### config.mk
export PLATFORM = sky130hd
export DESIGN_NAME = prime_check
export DESIGN_NICKNAME = d
export VERILOG_FILES = /design/src/rtl/prime_check_pkg.sv /design/src/rtl/prime_check_divmod.sv /design/src/rtl/prime_check.sv
export SDC_FILE = /design/constraint.sdc
export NUM_CORES = 1
export LEC_CHECK = 0
export CORE_UTILIZATION = 60
export CTS_CLUSTER_DIAMETER = 150
export DETAILED_ROUTE_END_ITERATION = 8
export PLACE_DENSITY = 0.87
export SLEW_MARGIN = 15
export SYNTH_ARGS = -nofsm -noshare
export SYNTH_HDL_FRONTEND = slang
export SYNTH_HIERARCHICAL = 1
export SYNTH_SLANG_ARGS = --single-unit
### constraint.sdc
create_clock -name clk -period 4.2 [get_ports clk]
set_input_delay 0.84 -clock clk [delete_from_list [all_inputs] [get_ports clk]]
set_output_delay 0.84 -clock clk [all_outputs]
set_load 0.02 [all_outputs]
### src/rtl/prime_check_pkg.sv
// Shared definitions for the prime_check block: operand-width helpers and FSM encoding.
package prime_check_pkg;

  localparam int unsigned PC_WIDTH_LOG = 4;

  function automatic int unsigned pc_width(input int unsigned width_log);
    return 32'd1 << width_log;
  endfunction

  localparam int unsigned PC_W  = pc_width(PC_WIDTH_LOG);
  localparam int unsigned PC_W2 = 2 * PC_W;

  typedef enum logic [1:0] {
    ST_IDLE,
    ST_CHECK,
    ST_DIV,
    ST_DONE
  } state_e;

endpackage

### src/rtl/prime_check_divmod.sv
// W-bit restoring divider producing only the remainder; done pulses exactly W cycles
// after start (the first bit is processed on the start edge itself).
module prime_check_divmod
  import prime_check_pkg::*;
#(
  parameter int unsigned WIDTH_LOG = PC_WIDTH_LOG,
  localparam int unsigned W = pc_width(WIDTH_LOG)
) (
  input  logic         clk,
  input  logic         rst_n,
  input  logic         start,
  input  logic [W-1:0] dividend,
  input  logic [W-1:0] divisor,
  output logic         done,
  output logic [W-1:0] rem
);

  localparam int unsigned CW = (WIDTH_LOG < 1) ? 1 : WIDTH_LOG;

  logic [W-1:0]  rem_q, rem_d;
  logic [W-1:0]  dvd_q, dvd_d;
  logic [W-1:0]  dsr_q, dsr_d;
  logic [CW-1:0] cnt_q, cnt_d;
  logic          busy_q, busy_d;
  logic          done_q, done_d;

  function automatic logic [W-1:0] rstep(input logic [W-1:0] r, input logic b,
                                         input logic [W-1:0] dv);
    logic [W:0] t;
    t = {r, b};
    if (t >= {1'b0, dv}) t = t - {1'b0, dv};
    return t[W-1:0];
  endfunction

  always_comb begin
    rem_d  = rem_q;
    dvd_d  = dvd_q;
    dsr_d  = dsr_q;
    cnt_d  = cnt_q;
    busy_d = busy_q;
    done_d = 1'b0;
    if (start) begin
      rem_d  = rstep('0, dividend[W-1], divisor);
      dvd_d  = {dividend[W-2:0], 1'b0};
      dsr_d  = divisor;
      cnt_d  = CW'(W - 1);
      busy_d = 1'b1;
    end else if (busy_q) begin
      rem_d = rstep(rem_q, dvd_q[W-1], dsr_q);
      dvd_d = {dvd_q[W-2:0], 1'b0};
      cnt_d = cnt_q - CW'(1);
      if (cnt_q == CW'(1)) begin
        busy_d = 1'b0;
        done_d = 1'b1;
      end
    end
  end

  always_ff @(posedge clk or negedge rst_n) begin
    if (!rst_n) begin
      rem_q  <= '0;
      dvd_q  <= '0;
      dsr_q  <= '0;
      cnt_q  <= '0;
      busy_q <= 1'b0;
      done_q <= 1'b0;
    end else begin
      rem_q  <= rem_d;
      dvd_q  <= dvd_d;
      dsr_q  <= dsr_d;
      cnt_q  <= cnt_d;
      busy_q <= busy_d;
      done_q <= done_d;
    end
  end

  assign done = done_q;
  assign rem  = rem_q;

endmodule

### src/rtl/prime_check.sv
// Trial-division primality tester: finds the smallest factor >1 of n by dividing by 2
// and then odd d while d*d <= n.
module prime_check
  import prime_check_pkg::*;
#(
  parameter int unsigned WIDTH_LOG = PC_WIDTH_LOG,
  localparam int unsigned W = pc_width(WIDTH_LOG),
  localparam int unsigned W2 = 2 * W
) (
  input  logic         clk,
  input  logic         rst_n,
  input  logic         go,
  input  logic [W-1:0] n,
  output logic         ready,
  output logic         error,
  output logic         is_prime,
  output logic [W-1:0] res
);

  state_e        state_q, state_d;
  logic [W-1:0]  n_q, n_d;
  logic [W:0]    d_q, d_d;
  logic [W2-1:0] dsq_q, dsq_d;
  logic          hit_q, hit_d;
  logic          ready_q, ready_d;
  logic          error_q, error_d;
  logic          prime_q, prime_d;
  logic [W-1:0]  res_q, res_d;

  logic          div_start;
  logic          div_done;
  logic [W-1:0]  div_rem;
  logic          n_small;

  assign n_small = (n_q < W'(2));

  always_comb begin
    state_d   = state_q;
    n_d       = n_q;
    d_d       = d_q;
    dsq_d     = dsq_q;
    hit_d     = hit_q;
    ready_d   = ready_q;
    error_d   = error_q;
    prime_d   = prime_q;
    res_d     = res_q;
    div_start = 1'b0;
    case (state_q)
      ST_IDLE: begin
        if (go) begin
          n_d     = n;
          d_d     = (W+1)'(2);
          dsq_d   = W2'(4);
          hit_d   = 1'b0;
          ready_d = 1'b0;
          state_d = ST_CHECK;
        end
      end
      // A divisor found in DIV is routed back through CHECK so that every test
      // loop (hit or miss) costs the same W+1 cycles.
      ST_CHECK: begin
        if (n_small || hit_q || (dsq_q > W2'(n_q))) begin
          state_d = ST_DONE;
        end else begin
          div_start = 1'b1;
          state_d   = ST_DIV;
        end
      end
      ST_DIV: begin
        if (div_done) begin
          if (div_rem == '0) begin
            hit_d = 1'b1;
          end else if (d_q == (W+1)'(2)) begin
            d_d   = (W+1)'(3);
            dsq_d = W2'(9);
          end else begin
            d_d   = d_q + (W+1)'(2);
            dsq_d = dsq_q + W2'({d_q, 2'b00}) + W2'(4);
          end
          state_d = ST_CHECK;
        end
      end
      ST_DONE: begin
        ready_d = 1'b1;
        error_d = n_small;
        prime_d = !n_small && !hit_q;
        res_d   = n_small ? '0 : (hit_q ? d_q[W-1:0] : n_q);
        state_d = ST_IDLE;
      end
      default: state_d = ST_IDLE;
    endcase
  end

  always_ff @(posedge clk or negedge rst_n) begin
    if (!rst_n) begin
      state_q <= ST_IDLE;
      n_q     <= '0;
      d_q     <= (W+1)'(2);
      dsq_q   <= W2'(4);
      hit_q   <= 1'b0;
      ready_q <= 1'b1;
      error_q <= 1'b0;
      prime_q <= 1'b0;
      res_q   <= '0;
    end else begin
      state_q <= state_d;
      n_q     <= n_d;
      d_q     <= d_d;
      dsq_q   <= dsq_d;
      hit_q   <= hit_d;
      ready_q <= ready_d;
      error_q <= error_d;
      prime_q <= prime_d;
      res_q   <= res_d;
    end
  end

  prime_check_divmod #(.WIDTH_LOG(WIDTH_LOG)) u_divmod (
    .clk      (clk),
    .rst_n    (rst_n),
    .start    (div_start),
    .dividend (n_q),
    .divisor  (d_q[W-1:0]),
    .done     (div_done),
    .rem      (div_rem)
  );

  assign ready    = ready_q;
  assign error    = error_q;
  assign is_prime = prime_q;
  assign res      = res_q;

endmodule

# After elaboration in Yosys (flattened, before gate mapping)
# Cells that the tools add are included.
dict set report totals {
  word_cells 86
  ff_bits 141
  in_bits 19
}
dict set report classes {
  mux 37
  magnitude_cmp 4
  n_reduce_logical 15
  add_sub_neg 6
  n_eq_ne 9
}
# op count
set ops {}
lappend ops {{two-way mux 16 bit} 8}
lappend ops {{two-way mux 32 bit} 4}
lappend ops {{two-way mux 17 bit} 4}
lappend ops {{case mux 32 bit (2 select lines)} 1}
lappend ops {{case mux 17 bit (2 select lines)} 1}
lappend ops {{adder 32 x 19 -> 32 bit} 1}
lappend ops {{adder 32 x 3 -> 32 bit (second input constant)} 1}
lappend ops {{greater-than comparator 32 x 16 -> 1 bit} 1}
lappend ops {{adder 17 x 2 -> 17 bit (second input constant)} 1}
lappend ops {{equality test 17 x 2 -> 1 bit (second input constant)} 1}
lappend ops {{greater-or-equal comparator 17 x 16 -> 1 bit} 1}
lappend ops {{greater-or-equal comparator 1 x 16 -> 1 bit} 1}
lappend ops {{logical NOT 16 bit} 1}
lappend ops {{< comparator 16 x 2 -> 1 bit (second input constant)} 1}
lappend ops {{subtractor 1 x 16 -> 16 bit} 1}
lappend ops {{subtractor 16 bit} 1}
lappend ops {{two-way mux 1 bit} 12}
lappend ops {{two-way mux 4 bit} 2}
lappend ops {{case mux 2 bit (4 select lines)} 1}
lappend ops {{AND reduction 4 bit} 2}
lappend ops {{!= test 2 bit (second input constant)} 3}
lappend ops {{AND reduction 2 bit} 3}
lappend ops {{nonzero test 2 bit} 3}
lappend ops {{equality test 2 bit (second input constant)} 2}
lappend ops {{10 further kinds} 14}

# Depth between registers and ports, before layout
dict set report logic_depth {
  ltp_word 6
  ltp_mapped 15
}

# Hierarchy
# The synthesis kept the hierarchy.
# module area_each_um2 n_inst cells_per_inst
set modules_own_cells {}
lappend modules_own_cells {prime_check 5502.8 1 595}
lappend modules_own_cells {prime_check_divmod 3452.1 1 399}

# Worst setup path before layout
# Ideal clock, no wire load.
dict set report synth_timing {
  path_type {register to register}
  from {register n_q[5]}
  to {register u_divmod.dsr_q[13]}
  arrival_ns 2.814
  required_ns 4.117
  path_stages_with_launch 15
  setup_slack_ns 1.303
  path_cell_list {dfrtp_1 -> inv_1 -> ha_1 -> a21o_1 -> a21o_1 -> a21oi_1 -> o311ai_0 -> a2bb2oi_1 -> nor4b_1 -> clkbuf_1 -> clkbuf_1 -> clkbuf_1 -> clkbuf_1 -> nand2_1 -> o21ai_0}
}
dict set report synth_between {
  elab_chain_len 5
  elab_cells_between_ends 6
}
# element line_no
set synth_rtl {}
lappend synth_rtl {{start: declaration} prime_check.sv:21} ;# logic [W-1:0] n_q, n_d;
lappend synth_rtl {{start signal: assignment} prime_check.sv:107} ;# n_q <= n_d;
lappend synth_rtl {{parallel branches: the longest is 2 deep, another holds greater-than comparator 32 x 16 -> 1 bit} -}
lappend synth_rtl {{logical OR 1 bit (*)} prime_check.sv:62} ;# if (n_small || hit_q || (dsq_q > W2'(n_q))) begin
lappend synth_rtl {{two-way mux 1 bit (*)} prime_check.sv:62}
lappend synth_rtl {{two-way mux 1 bit (*)} prime_check.sv:48} ;# case (state_q)
lappend synth_rtl {{via div_start} prime_check.sv:30} ;# logic div_start;
lappend synth_rtl {{end signal: assignment} prime_check_divmod.sv:70} ;# dsr_q <= dsr_d;
lappend synth_rtl {{end: declaration} prime_check_divmod.sv:22} ;# logic [W-1:0] dsr_q, dsr_d;
# Mark *: on every way through the listed nets, which the timed path passes.
# A chain may end at the register's enable or synchronous reset.

# Final worst setup path
dict set report layout_timing {
  from {register d_q[1]}
  to {register dsq_q[21]}
}
dict set report layout_between {
  elab_chain_len 6
  elab_cells_between_ends 7
}
# element line_no
set layout_rtl {}
lappend layout_rtl {{start: declaration} prime_check.sv:22} ;# logic [W:0] d_q, d_d;
lappend layout_rtl {{start signal: assignment} prime_check.sv:98} ;# d_q <= (W+1)'(2);
lappend layout_rtl {{adder 32 x 19 -> 32 bit} prime_check.sv:78} ;# dsq_d = dsq_q + W2'({d_q, 2'b00}) + W2'(4);
lappend layout_rtl {{adder 32 x 3 -> 32 bit} prime_check.sv:78}
lappend layout_rtl {{two-way mux 32 bit (*)} prime_check.sv:73} ;# end else if (d_q == (W+1)'(2)) begin
lappend layout_rtl {{two-way mux 32 bit (*)} prime_check.sv:71} ;# if (div_rem == '0) begin
lappend layout_rtl {{two-way mux 32 bit (*)} prime_check.sv:70} ;# if (div_done) begin
lappend layout_rtl {{case mux 32 bit (2 select lines) (*)} prime_check.sv:48}
lappend layout_rtl {{end signal: assignment} prime_check.sv:109} ;# dsq_q <= dsq_d;
lappend layout_rtl {{end: declaration} prime_check.sv:23} ;# logic [W2-1:0] dsq_q, dsq_d;
# Every way passes the cells marked *; elsewhere a longest branch is shown, timed or not. The select of a mux whose other input is x is not followed.

==> report_table.html <==
<table>
<tr><th>Metric</th><th>Value</th></tr>
<tr><th colspan="2">Place</th></tr>
<tr><td>Dpl cells</td><td>1183</td></tr>
<tr><td>IO buf count</td><td>37</td></tr>
<tr><td>HPWL after detailed placement</td><td>16500 um</td></tr>
<tr><td>Placer Congestion</td><td>0.923</td></tr>
<tr><th colspan="2">Clocking</th></tr>
<tr><td>Clock sinks</td><td>139</td></tr>
<tr><td>Level count of the clock H-tree</td><td>4</td></tr>
<tr><td>Clk Tree Root Cell</td><td>clkbuf_16</td></tr>
<tr><td>Buffer levels on the longest clock path</td><td>2</td></tr>
<tr><td>Post_cts resized</td><td>0</td></tr>
<tr><td>Insertion delay of the later-clocked pin in the worst-skew pair</td><td>0.43 ns</td></tr>
<tr><td>Number of buffers inserted for hold repair after clock tree synthesis</td><td>0</td></tr>
<tr><td>Clock buffer count from CTS</td><td>17</td></tr>
<tr><td>Clock slew seen by the registers of the worst setup and hold paths</td><td>0.07 ns</td></tr>
<tr><td>TritonCTS clock tree</td><td>yes</td></tr>
<tr><td>Post-CTS setup buffer count</td><td>0</td></tr>
<tr><th colspan="2">Floorplanning</th></tr>
<tr><td>Core area</td><td>0.0145 mm^2</td></tr>
<tr><td>Die extent in y</td><td>124 um</td></tr>
<tr><td>Boundary Pins</td><td>38</td></tr>
<tr><td>Die area</td><td>0.0154 mm^2</td></tr>
<tr><td>Number of rows in the core area</td><td>44</td></tr>
<tr><td>Die Width</td><td>124 um</td></tr>
<tr><td>Initial core utilization</td><td>61.6%</td></tr>
<tr><th colspan="2">Critical path</th></tr>
<tr><td>Required @ worst endpoint</td><td>4.51 ns</td></tr>
<tr><td>Critical Path AT</td><td>3.49 ns</td></tr>
<tr><td>Critical Path Fanout Max</td><td>12</td></tr>
<tr><td>Kind of critical path</td><td>reg2reg</td></tr>
<tr><td>Capturing element type of the critical path</td><td>flop</td></tr>
<tr><td>Launching element type of the critical path</td><td>flop</td></tr>
<tr><th colspan="2">Logic synthesis</th></tr>
<tr><td>Post-synth top area cell</td><td>dfrtp_1</td></tr>
<tr><td>Summed instance area of the synthesized netlist</td><td>0.00895 mm^2</td></tr>
<tr><td>Top area cells in the synthesized netlist</td><td>dfrtp_1, ha_1, nand2_1, o21ai_0, mux2i_1</td></tr>
<tr><td>Dominant synthesized flop cell</td><td>dfrtp_1</td></tr>
<tr><td>Cells after Synth</td><td>994</td></tr>
<tr><td>Library cells used by synthesis</td><td>76</td></tr>
<tr><td>Fraction of registers with async set/reset</td><td>100%</td></tr>
<tr><td>Sequential element share of the synthesized area</td><td>38.9%</td></tr>
<tr><td>Number of flops mapped to enable cells by yosys</td><td>0</td></tr>
<tr><td>Synth Warn #</td><td>6</td></tr>
<tr><td>Area share of the largest cell type after synthesis</td><td>38.0%</td></tr>
<tr><td>Number of synthesized register bits</td><td>139</td></tr>
<tr><td>Average cell area after synthesis</td><td>9.01 um^2</td></tr>
<tr><td>Net count after synthesis</td><td>1085</td></tr>
<tr><th colspan="2">Detailed routing</th></tr>
<tr><td>Routed len/inst</td><td>19.8 um</td></tr>
<tr><td>Total via count after detailed routing</td><td>7907</td></tr>
<tr><td>Remaining antenna violation count after routing</td><td>0</td></tr>
<tr><td>Number of vias per cell</td><td>6.51</td></tr>
<tr><td>Drt initial violations</td><td>905</td></tr>
<tr><td>Drc violations</td><td>0</td></tr>
<tr><td>Final wirelength</td><td>24000 um</td></tr>
<tr><td>Router iterations before antenna repair</td><td>6</td></tr>
<tr><th colspan="2">Timing</th></tr>
<tr><td>Final setup violation count</td><td>0</td></tr>
<tr><td>Clock Skew</td><td>0.00810 ns</td></tr>
<tr><td>Max Transition Viols Final</td><td>0</td></tr>
<tr><td>Slew @ Worst Pin</td><td>1.07 ns</td></tr>
<tr><td>Relative slew margins</td><td>28.6%</td></tr>
<tr><td>Final critical delay including setup and external delays</td><td>3.19 ns</td></tr>
<tr><td>Final cycle utilization of the critical path</td><td>75.9%</td></tr>
<tr><td>Max Clock Freq</td><td>314 MHz</td></tr>
<tr><td>Number of endpoints with negative hold slack in the final report</td><td>0</td></tr>
<tr><td>Unrepaired setup endpoints after global routing</td><td>false</td></tr>
<tr><td>Setup TNS</td><td>0 ns</td></tr>
<tr><th colspan="2">Pwr</th></tr>
<tr><td>Maximum vdd ir drop</td><td>0.381 mV</td></tr>
<tr><td>Switching Power</td><td>3.06 mW</td></tr>
<tr><td>Part of the power in registers</td><td>31.5%</td></tr>
<tr><td>Switching portion of total power</td><td>43.9%</td></tr>
<tr><td>Internal Power</td><td>3.91 mW</td></tr>
<tr><td>Combinational share of power</td><td>45.8%</td></tr>
<tr><td>Reported leakage power</td><td>4.66 nW</td></tr>
<tr><td>Clock network power share</td><td>22.7%</td></tr>
<tr><td>Pwr Total</td><td>6.98 mW</td></tr>
<tr><td>Power Density</td><td>693 mW/mm^2</td></tr>
<tr><th colspan="2">Global route</th></tr>
<tr><td>Wire length of the first global-routing pass</td><td>39300 um</td></tr>
<tr><td>Pin count of the biggest net entering global routing</td><td>85</td></tr>
<tr><td>All-Layer GR Usage</td><td>33.8%</td></tr>
<tr><td>Number of global-route vias before repair</td><td>7727</td></tr>
<tr><td>Initial antenna violation count</td><td>0</td></tr>
<tr><td>Overall overflow remaining after global route</td><td>0</td></tr>
<tr><th colspan="2">Layout</th></tr>
<tr><td>Area of the multi-input gates</td><td>0.00506 mm^2</td></tr>
<tr><td>Area growth from synthesis to layout</td><td>12.4%</td></tr>
<tr><td>Finished Layout Cells</td><td>1215</td></tr>
<tr><td>Final layout net count</td><td>1109</td></tr>
<tr><td>Most common cell after layout, fill and taps aside</td><td>nand2_1</td></tr>
<tr><td>Utilization after layout</td><td>69.3%</td></tr>
<tr><td>Most frequent cells in the layout</td><td>nand2_1, dfrtp_1, o21ai_0</td></tr>
<tr><td>Diodes inserted</td><td>0</td></tr>
<tr><td>FF/Latch Area</td><td>0.00348 mm^2</td></tr>
<tr><td>Total of fill cells in the finished design</td><td>1062</td></tr>
<tr><td>Share of cells above drive strength 1</td><td>9.02%</td></tr>
<tr><th colspan="2">Outcome</th></tr>
<tr><td>Outcome</td><td>completed</td></tr>
<tr><th colspan="2">Job</th></tr>
<tr><td>Max-cap violations</td><td>0</td></tr>
<tr><th colspan="2">Worst hold path</th></tr>
<tr><td>Worst hold path type</td><td>in2async</td></tr>
</table>
[flip-flops by register name, indices dropped and copies added (netlist names)]
signal	cells
dsq_q	31
d_q	17
n_q	16
res	16
u_divmod/dsr_q	16
u_divmod/rem	16
u_divmod/dvd_q	15
u_divmod/cnt_q	4
state_q	2
error	1
hit_q	1
is_prime	1
ready	1
u_divmod/busy_q	1
u_divmod/done	1
[cell type report]
cell class              instances  share of cell area, %
repair buffers                 50                   4.66
clock inverters                15                   1.94
flip-flops and latches        139                   34.6
inverters                      56                   2.09
clock buffers                  17                   4.22
well taps                     184                   2.29
multi-input cells             754                   50.2
[through the flow]
| step | worst slack (ns) | cell area, um^2 | hold WS, ns |
|---|---|---|---|
| after floorplan | 1.30 | 8950 | 0.462 |
| after global placement | 1.17 | 9450 | 0.462 |
| after detailed placement | 1.09 | 9450 | 0.471 |
| after CTS | 1.08 | 10100 | 0.481 |
| after global routing | 0.817 | 10100 | 0.494 |
| final | 1.01 | 10100 | 0.455 |
[Yosys cell counts (4+ instances only)]
master and instances:
o211ai_2 4, o21a_1 6, o21ai_0 104, xnor2_1 18
nor2b_1 11, nor4_1 13, xor2_1 13, o31ai_1 28
or2_2 6, inv_1 56, a21o_1 14, mux2i_1 36
buf_6 4, nor3_1 12, o211ai_1 7, dfrtp_1 136
buf_4 4, mux2_2 6, a21oi_1 39, buf_2 10
or3_1 7, o21ai_1 7, nor2_1 54, and2_1 4
a21oi_2 4, nand3_1 15, nor3b_1 5, and3_1 11
a31oi_1 16, nand4_1 14, clkbuf_1 24, ha_1 70
nand2b_1 11, nand2_1 152, nor4_2 4
[path summary, 6_finish.rpt]
kind                           from        end  slack (ns)  cells past startpoint
max in group asynchronous     rst_n     d_q[1]        2.78                      2
setup / recovery             d_q[1]  dsq_q[21]        1.01                     11
min in group clk           is_prime   is_prime        0.48                      2
setup reg to reg             d_q[1]  dsq_q[21]        1.01                     11
hold reg to reg            is_prime   is_prime        0.48                      2
hold / removal                rst_n      error        0.45                      1
[critical path, stage by stage, from the launching register on]
cell and delay (ns):
dfstp_2 0.67, ha_1 0.20, ha_1 0.19, inv_1 0.06, fa_1 0.37, and2b_1 0.24
o2111ai_1 0.17, a211oi_2 0.37, o211ai_2 0.21, o21ai_0 0.28, mux2i_1 0.23, o21ai_1 0.08
[layer usage]
layer	GRT usage [%]	wire length (um)
met5	0	0
met2	52.6	11300
met3	7.83	1850
met4	15.5	923
met1	44.6	9990
[logic make-up after synthesis]
logic type,share of synthesized area [%]
AO/OA/AOI/OAI,19.8
XOR/XNOR,3.03
adder cells (fa/ha/maj),10.2
buffers and inverters,4.88
flip-flops,38.9
multiplexers,4.78
AND/OR/NAND/NOR,18.4
[power groups by stage]
stage,clock (mW),combinational [mW],sequential (mW)
finish,1.59,3.20,2.20
CTS,1.60,3.12,2.17
detailed placement,0,3.06,2.18
global placement,0,2.96,2.16
global route,1.67,3.50,2.24
floorplan,0,2.36,2.07
Power figures use the tool's default switching activity.
